`src/rtl/serial_rx_fifo.sv`:
```
// serial_rx_fifo: first-word-fall-through octet FIFO behind the serial receiver,
// with occupancy, full and a sticky overrun flag for writes dropped while full.
module serial_rx_fifo #(
  parameter int DEPTH     = 16,
  parameter int ADDR_BITS = $clog2(DEPTH)
) (
  input  logic                 i_clk,
  input  logic                 i_rst_n,
  input  logic                 i_wr,
  input  logic [7:0]           i_data,
  output logic                 o_valid,
  output logic [7:0]           o_data,
  input  logic                 i_ready,
  output logic [ADDR_BITS:0]   o_count,
  output logic                 o_full,
  output logic                 o_overrun,
  input  logic                 i_clr_ovr
);
  localparam logic [ADDR_BITS:0] ONE = 1;
  logic [7:0]         mem_q [DEPTH];
  logic [ADDR_BITS:0] wptr_q, wptr_d, rptr_q, rptr_d;
  logic               ovr_q, ovr_d, empty, full, push, pop;
  // Extra pointer MSB distinguishes full from empty when the indices coincide.
  always_comb begin
    empty  = wptr_q == rptr_q;
    full   = (wptr_q[ADDR_BITS-1:0] == rptr_q[ADDR_BITS-1:0]) && (wptr_q[ADDR_BITS] != rptr_q[ADDR_BITS]);
    pop    = !empty && i_ready;
    push   = i_wr && (!full || pop);
    wptr_d = push ? wptr_q + ONE : wptr_q;
    rptr_d = pop ? rptr_q + ONE : rptr_q;
    ovr_d  = (i_wr && full && !pop) ? 1'b1 : (i_clr_ovr ? 1'b0 : ovr_q);
  end
  always_ff @(posedge i_clk or negedge i_rst_n) begin
    if (!i_rst_n) begin
      wptr_q <= '0;
      rptr_q <= '0;
      ovr_q  <= 1'b0;
    end else begin
      wptr_q <= wptr_d;
      rptr_q <= rptr_d;
      ovr_q  <= ovr_d;
    end
  end
  always_ff @(posedge i_clk) begin
    if (push) mem_q[wptr_q[ADDR_BITS-1:0]] <= i_data;
  end
  assign o_valid   = !empty;
  assign o_data    = empty ? 8'h00 : mem_q[rptr_q[ADDR_BITS-1:0]];
  assign o_count   = wptr_q - rptr_q;
  assign o_full    = full;
  assign o_overrun = ovr_q;
endmodule

```
`config.mk`:
```
export PLATFORM = sky130hd
export DESIGN_NAME = serial_rx_fifo
export DESIGN_NICKNAME = d
export VERILOG_FILES = /design/src/rtl/serial_rx_fifo.sv
export SDC_FILE = /design/constraint.sdc
export NUM_CORES = 1
export LEC_CHECK = 0
export ABC_AREA = 1
export ABC_CLOCK_PERIOD_IN_PS = 2600
export BUFFER_PORTS_ARGS = -buffer_cell sky130_fd_sc_hd__clkbuf_2
export CORE_ASPECT_RATIO = 1.4
export CORE_MARGIN = 2
export CORE_UTILIZATION = 35
export CTS_CLUSTER_DIAMETER = 200
export DETAILED_ROUTE_END_ITERATION = 8
export SLEW_MARGIN = 15
export SYNTH_ARGS = -nofsm -noshare
export SYNTH_HDL_FRONTEND = slang
export SYNTH_SLANG_ARGS = --single-unit
```
`constraint.sdc`:
```
create_clock -name i_clk -period 2.6 [get_ports i_clk]
set_input_delay 0 -clock i_clk [delete_from_list [all_inputs] [get_ports i_clk]]
set_output_delay 0 -clock i_clk [all_outputs]
set_load 0.01 [all_outputs]
```
==> impl_metrics.toml <==
[sta]
slew_headroom_pct = 46.01
rsz0062_at_grt = "no"
hold_viol = 0
worst_pin_slew_ns = 0.8069
skew_ns = 0.01294
fmax_mhz = 415.2
finalSetupTns_ns = 0
period_share_pct = 92.64
post-route-min-period_ns = 2.409
finalSetupViolations = 0
finalMaxSlewViolations = 0

[power]
power.switching_mw = 3.140
peakVddDrop_mv = 0.8744
p_total_mw = 8.220
swShare_pct = 38.20
power.density_mw_per_mm2 = 1183
combPwrFrac_pct = 39.3
internal-power_mw = 5.080
clockPowerShare_pct = 26.2
p_leak_nw = 2.640
pwr-share-seq_pct = 34.5

[final_layout]
drive_above_1_share_pct = 14.88
num_antenna_cells = 0
final_common_cell = "nand2_1"
fill_cells = 1550
syn2layout_area_growth_pct = 16.52
fin_nets = 589
final_cell_mix = "nand2_1 (175), edfxtp_1 (128), nand3_1 (103)"
regArea_mm2 = 0.004120
multi_input_area_mm2 = 0.001647
fin_util_pct = 41.48

[routing]
drt-total-wl_um = 14360
vias = 3972
drc_errors = 0
vias_per_cell = 5.086
firstDrtPassIters = 5
routedWlPerCell_um = 18.39
detail-route-antenna-nets = 0
initialDrtViolationCount = 309

[clock_network]
clock_sinks = 139
worstSkewPairLatency_ns = 0.41
htreeDepth = 4
tritoncts = "yes"
root_buffer = "clkbuf_16"
cts.path.max_buffers = 2
cts_inserted_buffers = 17
path_clk_slew_ns = 0.06
post_cts_buffers = 0

[placed_design]
gp_congestion = 0.8796
port_buffers = 28
hpwl_um = 9600

[worst_setup_path]
cp-start-kind = "register"
worstPathArrival_ns = 2.45
crit_type = "reg -> reg"
critPathCaptureType = "register"
crit_slowest_cell = "nor2_1"
critPathMaxFanout = 8
crit_top_cell = "nand2_2"
critPathRequiredTime_ns = 2.64
max_stage_delay_ns = 0.55
worstPathCellList = "ha_1 -> nand4_2 -> nor2_2 -> nand2_2 -> nand2_4 -> inv_4 -> nand2_2 -> nor2_1"

[global_routing]
grtUsageTotal_pct = 17.05
first_global_vias = 4038
antenna_found_initial = 0
grt_overflow = 0
grt_pass1_wl_um = 22250
grt_max_degree = 69

[floorplanning]
io_pins = 29
initial_utilization_pct = 35.60
fp-row-count = 56
die_w_um = 114.3
die-area_mm2 = 0.01811
chipHeight_um = 158.4
fp.coreArea_mm2 = 0.01675

[flow_run]
drv_cap = 0

[synth]
yosys-top-cells-area = "edfxtp_1 (64%), nand2_1 (11%), nand3_1 (8.6%)"
syn_nets = 548
yosysTopAreaCell = "edfxtp_1"
syn_area_mm2 = 0.005962
avgSynthCellArea_um2 = 11.36
ys_types = 24
synth_top_area_share_pct = 64.47
ys_ff_latch = 139
yosysWarnings = 0
yosysSeqAreaShare_pct = 69.09
synthCells = 525

[worst_hold_path]
hp-class = "in -> reg"

[status]
status = "finished, final reports clean"
logic make-up (layout without fill, tap and decap cells):
| group | after synthesis | in the layout | share of synthesized area [%] |
|---|---|---|---|
| fa+ha+maj | 10 | 10 | 2.225 |
| flops | 139 | 139 | 69.09 |
| simple gates | 304 | 304 | 22.08 |
| buf+inv | 42 | 95 | 3.337 |
| xor+xnor | 12 | 12 | 1.763 |
| compound gates | 18 | 18 | 1.511 |
area by class of cell:
class                   instances  share of cell area, %
clock buffers                  18                  6.178
clock inverters                13                  1.513
inverters                      16                 0.9726
multi-input cells             344                  23.70
flip-flops and latches        139                  59.31
well taps                     203                  3.656
repair buffers                 48                  4.665
metrics by stage:
step	cell area, um^2	hold WS (ns)	cells	setup WS, ns
final	6947	0.05535	781	0.1912
after detailed placement	6339	-0.09723	744	0.1809
after global placement	6339	-0.09841	744	0.2885
after CTS	6937	0.05085	781	0.1197
after floorplan	5962	-0.2956	525	0.1037
after global routing	6947	0.08675	781	0.002361
per-layer routing:
metal / vias to the layer above / global-route usage [%] / wire length, um
li1: 1894 / - / -
met1: 1907 / 19.50 / 5563
met2: 147 / 30.75 / 7809
met3: 24 / 3.692 / 688
met4: 0 / 7.085 / 302
met5: - / 0 / 0
sequential cells by signal, indices dropped and copies added (netlist names):
signal     cells
wptr_q         5
o_overrun      1
rptr_q         5
mem_q        128
worst paths after layout:
path	from	to	slack, ns	depth (start not counted)
max in group asynchronous	i_rst_n	wptr_q[3]	1.03	4
min reg2reg	wptr_q[4]	wptr_q[4]	0.64	3
min	i_ready	rptr_q[3]	0.06	5
min in group asynchronous	i_rst_n	rptr_q[0]	0.44	3
max reg2reg	wptr_q[2]	mem_q[0][5]	0.19	8
max	wptr_q[2]	mem_q[0][5]	0.19	8
critical path: cells and delay by family (launching register included):
| kind | cells | cell delay (ns) |
|---|---|---|
| AND/OR/NAND/NOR | 6 | 1.06 |
| flip-flops | 1 | 0.47 |
| adder cells (fa/ha/maj) | 1 | 0.41 |
| buffers and inverters | 1 | 0.10 |
cells in the mapped netlist:
master / count
a21oi_1: 10
buf_2: 16
buf_4: 5
clkbuf_1: 5
clkinv_1: 1
dfrtp_1: 11
edfxtp_1: 128
fa_1: 1
ha_1: 9
inv_1: 12
inv_2: 2
inv_4: 1
nand2_1: 175
nand2_2: 5
nand2_4: 1
nand3_1: 103
nand4_2: 1
nor2_1: 16
nor2_2: 1
nor2_4: 2
o21ai_0: 6
o21ai_1: 2
xnor2_1: 2
xor2_1: 10
power by group through the flow:
stage          registers, mW  clock network, mW  logic, mW
2_1_floorplan           2.84                  0       2.20
3_3_place_gp            2.87                  0       3.18
3_5_place_dp            2.88                  0       3.20
4_1_cts                 2.84               2.18       3.24
5_1_grt                 2.86               2.29       3.63
6_report                2.83               2.15       3.23
repair_timing:
action,in CTS,in global routing
endpoints found under the hold margin,15,0
gates resized for setup,1,5
setup endpoints to repair,8,15
hold buffers,6,0
gates cloned,0,0
Note: power is estimated with default switching activity, not from simulation.
